`config.mk`:
```
export PLATFORM = sky130hd
export DESIGN_NAME = vip_stream_decoder
export DESIGN_NICKNAME = d
export VERILOG_FILES = /design/src/rtl/vip_stream_decoder.sv
export SDC_FILE = /design/constraint.sdc
export NUM_CORES = 1
export LEC_CHECK = 0
export BUFFER_PORTS_ARGS = -buffer_cell sky130_fd_sc_hd__buf_2
export CAP_MARGIN = 20
export CORE_MARGIN = 2
export CORE_UTILIZATION = 24
export DETAILED_ROUTE_END_ITERATION = 7
export GPL_TIMING_DRIVEN = 0
export SLEW_MARGIN = 10
export SYNTH_ARGS = -nofsm -noshare
export SYNTH_HDL_FRONTEND = slang
export SYNTH_SLANG_ARGS = --single-unit
```
`constraint.sdc`:
```
create_clock -name clk -period 2.9 [get_ports clk]
set_input_delay 0.29 -clock clk [delete_from_list [all_inputs] [get_ports clk]]
set_output_delay 0.29 -clock clk [all_outputs]
set_load 0.03 [all_outputs]
```
`src/rtl/vip_stream_decoder.sv`:
```
// Avalon-ST Video sink front-end: decodes control packets into width/height/interlace
// fields and forwards video packet pixels to a core through a stall/read handshake.
module vip_stream_decoder #(
    parameter int unsigned BITS_PER_SYMBOL  = 8,
    parameter int unsigned SYMBOLS_PER_BEAT = 3
) (
    input  logic                                        clk,
    input  logic                                        rst,
    input  logic [BITS_PER_SYMBOL*SYMBOLS_PER_BEAT-1:0] din_data,
    input  logic                                        din_valid,
    input  logic                                        din_startofpacket,
    input  logic                                        din_endofpacket,
    output logic                                        din_ready,
    input  logic                                        read,
    output logic                                        stall,
    output logic [BITS_PER_SYMBOL*SYMBOLS_PER_BEAT-1:0] data_out,
    output logic                                        end_of_video,
    output logic [15:0]                                 width_out,
    output logic [15:0]                                 height_out,
    output logic [3:0]                                  interlaced_out,
    output logic                                        vip_ctrl_valid_out
);

    typedef enum logic [1:0] {StIdle, StCtrl, StVideo, StDiscard} state_t;

    state_t           state_q;
    logic [3:0]       nib_idx_q;   // next control nibble index, saturates at 9
    logic [8:0][3:0]  shadow_q;    // control nibbles in arrival order
    logic [8:0][3:0]  shadow_d;
    logic [3:0]       nib_next;
    logic             nib_full;
    logic             beat_acc;

    // In VIDEO the output register must be empty or draining to take a pixel.
    assign din_ready = (state_q == StVideo) ? (stall | read) : 1'b1;
    assign beat_acc  = din_valid & din_ready;

    // Merge the nibbles of the current beat into the shadow copy.
    always_comb begin
        shadow_d = shadow_q;
        for (int s = 0; s < int'(SYMBOLS_PER_BEAT); s++) begin
            int idx;
            idx = int'(nib_idx_q) + s;
            if (idx < 9) begin
                shadow_d[idx[3:0]] = din_data[s*int'(BITS_PER_SYMBOL) +: 4];
            end
        end
        nib_full = (int'(nib_idx_q) + int'(SYMBOLS_PER_BEAT)) >= 9;
        nib_next = nib_full ? 4'd9 : nib_idx_q + 4'(SYMBOLS_PER_BEAT);
    end

    // Packet FSM with registered pixel and control outputs.
    always_ff @(posedge clk or posedge rst) begin
        if (rst) begin
            state_q            <= StIdle;
            nib_idx_q          <= 4'd0;
            shadow_q           <= '0;
            stall              <= 1'b1;
            data_out           <= '0;
            end_of_video       <= 1'b0;
            width_out          <= 16'd0;
            height_out         <= 16'd0;
            interlaced_out     <= 4'd0;
            vip_ctrl_valid_out <= 1'b0;
        end else begin
            vip_ctrl_valid_out <= 1'b0;
            // Drain first; a simultaneous fill below overrides, giving no bubble.
            if (read && !stall) begin
                stall <= 1'b1;
            end
            if (beat_acc) begin
                if (din_startofpacket) begin
                    nib_idx_q <= 4'd0;
                    if (din_endofpacket) begin
                        state_q <= StIdle;
                    end else begin
                        case (din_data[3:0])
                            4'h0:    state_q <= StVideo;
                            4'hF:    state_q <= StCtrl;
                            default: state_q <= StDiscard;
                        endcase
                    end
                end else begin
                    unique case (state_q)
                        StIdle: begin
                        end
                        StCtrl: begin
                            shadow_q  <= shadow_d;
                            nib_idx_q <= nib_next;
                            if (din_endofpacket) begin
                                if (nib_full) begin
                                    width_out          <= {shadow_d[0], shadow_d[1],
                                                           shadow_d[2], shadow_d[3]};
                                    height_out         <= {shadow_d[4], shadow_d[5],
                                                           shadow_d[6], shadow_d[7]};
                                    interlaced_out     <= shadow_d[8];
                                    vip_ctrl_valid_out <= 1'b1;
                                end
                                state_q <= StIdle;
                            end
                        end
                        StVideo: begin
                            data_out     <= din_data;
                            end_of_video <= din_endofpacket;
                            stall        <= 1'b0;
                            if (din_endofpacket) begin
                                state_q <= StIdle;
                            end
                        end
                        StDiscard: begin
                            if (din_endofpacket) begin
                                state_q <= StIdle;
                            end
                        end
                    endcase
                end
            end
        end
    end

endmodule
```
After elaboration in Yosys (flattened, before gate mapping). Cells that the tools add are included.

Output and inout bits: 64. Input bits: 30. Logic and storage cells: 84. Register bits after elaboration: 105.

Eq/ne operators: 4. $lt $le $gt $ge: 10. Bitwise logic cells: 3. Muxes and demuxes: 30. Add/sub/neg operators: 4. Reductions and logical operators: 15.

Operators with widths (count): bitwise mux 36 bit (3); 2-to-1 mux 36 bit (3); demux 4 bit (select 4 bit) (3); 2-to-1 mux 4 bit (6); less-than comparator 4 x 5 -> 1 bit, second input constant (3); >= comparator 4 x 1 -> 1 bit, second input constant (3); adder 4 x 2 -> 5 bit, second input constant (2); less-than comparator 5 x 4 -> 1 bit, second input constant (2); 2-to-1 mux 1 bit (10); AND reduction 3 bit (3); 2-to-1 mux 2 bit (4); nonzero test 2 bit (3); adder 4 x 1 -> 5 bit, second input constant (1); >= comparator 5 x 4 -> 1 bit, second input constant (1); AND reduction 5 bit (1); adder 4 x 2 -> 4 bit, second input constant (1); == test 2 bit, second input constant (2); == test 4 bit, second input constant (1); logical AND 1 bit (4); zero test 4 bit (1); less-than comparator 4 bit, second input constant (1); case mux 2 bit (2 select lines) (1); OR reduction 3 bit (1); == test 2 x 1 -> 1 bit, second input constant (1); other kinds (5) (5).

Logic depth before layout (Yosys ltp).
Word-level depth: 10. Depth in mapped cells: 11. Depth with buffers taken out: 7.

Least setup slack after synthesis. No wires, ideal clock.

Path type: register to register. Start: reg nib_idx_q[0]. End: reg height_out[10]. Cell stages (with the launch flop): 12. Path slack: 0.641 ns. Data required time: 2.765 ns. Period minus slack after synthesis: 2.259 ns. Library setup time: 0.135 ns. Arrival: 2.124 ns. Cells stage by stage: dfrtp_1 -> buf_2 -> inv_1 -> ha_1 -> clkbuf_1 -> or3b_1 -> a211oi_2 -> nor4b_2 -> buf_4 -> buf_4 -> nor2_1 -> a31oi_1.

Cells in the longest elaborated chain, start to end: 10. Elaborated cells on any way between the ends: 29.

RTL lines: from (decl) (RTL line 27) `logic [3:0] nib_idx_q;`; from (signal assigned) (RTL line 89) `nib_idx_q <= nib_next;`; branches (longest 10 deep; another with adder 4 x 1 -> 5 bit); to (signal assigned) (RTL line 94) `height_out <= {shadow_d[4], shadow_d[5],`; to (decl) (RTL line 19) `output logic [15:0] height_out,`.

Several ways; the timed one is not identified. A chain may end at the register's enable or synchronous reset.

Worst setup path after layout.
Start: reg nib_idx_q[0]. End: reg interlaced_out[0].

Cells in the longest elaborated chain, start to end: 10. Elaborated cells on any way between the ends: 29.

RTL lines: branches (longest 10 deep; another with adder 4 x 1 -> 5 bit); to (signal assigned) (RTL line 96) `interlaced_out <= shadow_d[8];`; to (decl) (RTL line 20) `output logic [3:0] interlaced_out,`.

Several ways; the timed one is not identified.

==> run metrics <==
DRT Pass-1 Iters=5; commonest non-fill, non-tap cell in the layout=dfrtp_1; Die Span Y=around 160 um; GPL Wtd Cong=~0.9; status=completed; Mean Syn Cell Area=slightly below 10 um2; # clock sinks=approximately 110; Starting Density=24.61%; number of global-route vias before repair=just under 5000; PD cells=746.3 nW/um2; clock latency on the worst-skew pair=~360 ps; clk slew on worst S/H paths=around 70 ps; largest cells by area after synthesis=dfrtp_1, a31oi_1, mux2i_1, mux2_2, nor2_1; number of buffers created by CTS=9; CP delay by family, top=buffers and inverters; CP Launch Type=flip-flop; max cap viols=0; Gate Count Post-Synth=~570; fin crit share=a little over nine tenths; max-slew violation count=0; most frequent cells in the layout=dfrtp_1, buf_2, nor2_1; Setup Skew=between 6 and 7 ps; Post-synth EDFFs=0; worst slew pin tran=approximately 850 ps; Post-route DRC=0; GRT Total Usage=about 15%; CTS tree=built; Filler cells=roughly 2400; Setup violations, final=0; post-synthesis cell type count=52; final count of hold timing violations=0; mapped cell area=between 5000 and 6000 um2; Area growth syn-to-layout=20.82%; FF+latch count, synth=105; Slew HR=between 40% and 50%; die width=approximately 160 um; # nets final=709; Worst path most repeated cell=buf_4; H-Tree Level Count=3; Worst path slowest cell=dfrtp_2; pin count of the biggest net entering global routing=35; I/O Buffers=85; leakage dissipation=3.072 nW; DRT antenna net count=0; setup ws final=approximately 160 ps; pre-CTS setup slack=about 130 ps; global route overflow=0; I/O pins=94; min-delay worst type=primary input to flip-flop; vias after detailed routing=4862; Cells after DPL=just under 1000; post-layout instance count excluding filler cells=roughly 990; Synth Warn #=0; Max Fclk=365.4 MHz; Rows=55; Setup Crit Path Kind=flip-flop to flip-flop; antenna violations before repair=0; DR vias/cell=4.916; TNS Setup=0 ps; arrival time worst endpoint=a little under 3000 ps; Antenna Cells=0; Yosys top cell by area=dfrtp_1; Net Count, Synth=between 600 and 700; WL per Instance=18.27 um; commonest register cell after synthesis=dfrtp_1; Critical Path RT=around 3100 ps; CTS max path bufs=2; final WL=between 15000 and 20000 um; CP endpoint kind=flip-flop; 1st-iter DRT viols=slightly above 400; worst path bufs/invs=5; top cell type's share of synthesized area=between 40% and 50%; clock root cell=clkbuf_16; Worst path max stage delay=around 430 ps; Post-DP HPWL=12650 um; Synth async-reset ratio=100.0%; post-synthesis sequential area ratio=46.89%; CORE AREA=between 20000 and 25000 um2; unrepaired setup endpoints after global routing=false; worst-path fanout max=10; Final Core Density=29.74%; share of layout cells above drive strength 1=a little under a quarter; Total Power=0.005056 W; Peak VDD IR=0.3545 mV; first-pass GRT wire length=27560 um; Total Die Area=roughly 25000 um2; CP Cell Sequence=clkbuf_4 > inv_1 > ha_1 > clkbuf_1 > or3b_1 > a211oi_2 > nor4b_2 > buf_4 > buf_4 > nor2_1 > a31oi_1; final worst path period need=about 2700 ps
-- layout make-up --
type,instances,area (um2),area share [%]
inverters,5,22.52,0.3325
clock inverters,4,26.28,0.3879
flip-flops and latches,105,2630,38.83
well taps,313,391.6,5.781
clock buffers,12,246.5,3.639
multi-input cells,416,2725,40.23
plain buffers,45,236.5,3.491
repair buffers,89,495.5,7.314
-- per-layer routing --
metal	track usage, %	part of all wire, %	up-vias
li1	-	-	2285
met1	19.18	45	2372
met5	0	0	-
met4	5.286	2.1	0
met2	24.02	47	175
met3	3.295	5.6	30
-- where the power goes --
part | total, W | internal [W] | switching (W) | leakage (nW)
registers | 0.00208 | 0.00187 | 0.000213 | 1.30
clock network | 0.00117 | 0.000608 | 0.000563 | 0.133
logic | 0.00180 | 0.000707 | 0.00110 | 1.64
-- metrics by stage --
step | hold slack [ps] | area, um2
finish | 159.3 | 6774
global route | 151.7 | 6774
CTS | 147.7 | 6770
detailed placement | 294.2 | 6487
global placement | 484.4 | 6427
floorplan | 390.2 | 5610
-- cells by family after synthesis --
family	count (synthesis)	synth area share, %
XOR/XNOR	2	0.3125
AO/OA/AOI/OAI	134	16.07
AND/OR/NAND/NOR	211	18.92
multiplexers	61	11.52
adder cells (fa/ha/maj)	8	1.785
buffers and inverters	50	4.508
flip-flops	105	46.89
-- final timing paths --
check,depth (start not counted),startpoint,endpoint,slack (ps)
setup reg to reg,11,nib_idx_q[0],interlaced_out[0],160
min in group asynchronous,3,rst,data_out[16],450
hold / removal,2,din_data[15],data_out[15],160
setup / recovery,11,nib_idx_q[0],interlaced_out[0],160
hold reg to reg,2,stall,stall,500
max in group asynchronous,5,rst,stall,1640
-- synthesized netlist by cell type (all sizes together) (8+ instances only) --
| cell | instances |
|---|---|
| nor2 | 74 |
| mux2 | 25 |
| o211ai | 33 |
| nand2 | 70 |
| ha | 8 |
| mux2i | 36 |
| a21oi | 12 |
| clkbuf | 25 |
| nand3b | 11 |
| buf | 20 |
| nand3 | 13 |
| a31oi | 65 |
| o21ai | 8 |
| dfrtp | 104 |
-- state kept, by name, summed over array words and instances, names as in the netlist --
register,flops
end_of_video,1
vip_ctrl_valid_out,1
state_q,2
width_out,16
interlaced_out,4
stall,1
shadow_q,36
nib_idx_q,4
data_out,24
height_out,16
-- timing repair --
action,in CTS,in global routing
endpoints found under the setup margin,0,12
hold buffers,1,0
endpoints found under the hold margin,14,0
buffers inserted,0,0
resized for setup,0,2
-- worst register-to-register path: stages, from the launching register on --
cell and delay [ps]:
dfrtp_2 430, clkbuf_4 230, inv_1 120, ha_1 210
clkbuf_1 230, or3b_1 420, a211oi_2 260, nor4b_2 80
buf_4 200, buf_4 190, nor2_1 170, a31oi_1 80
(Power assumes the default switching activity.)
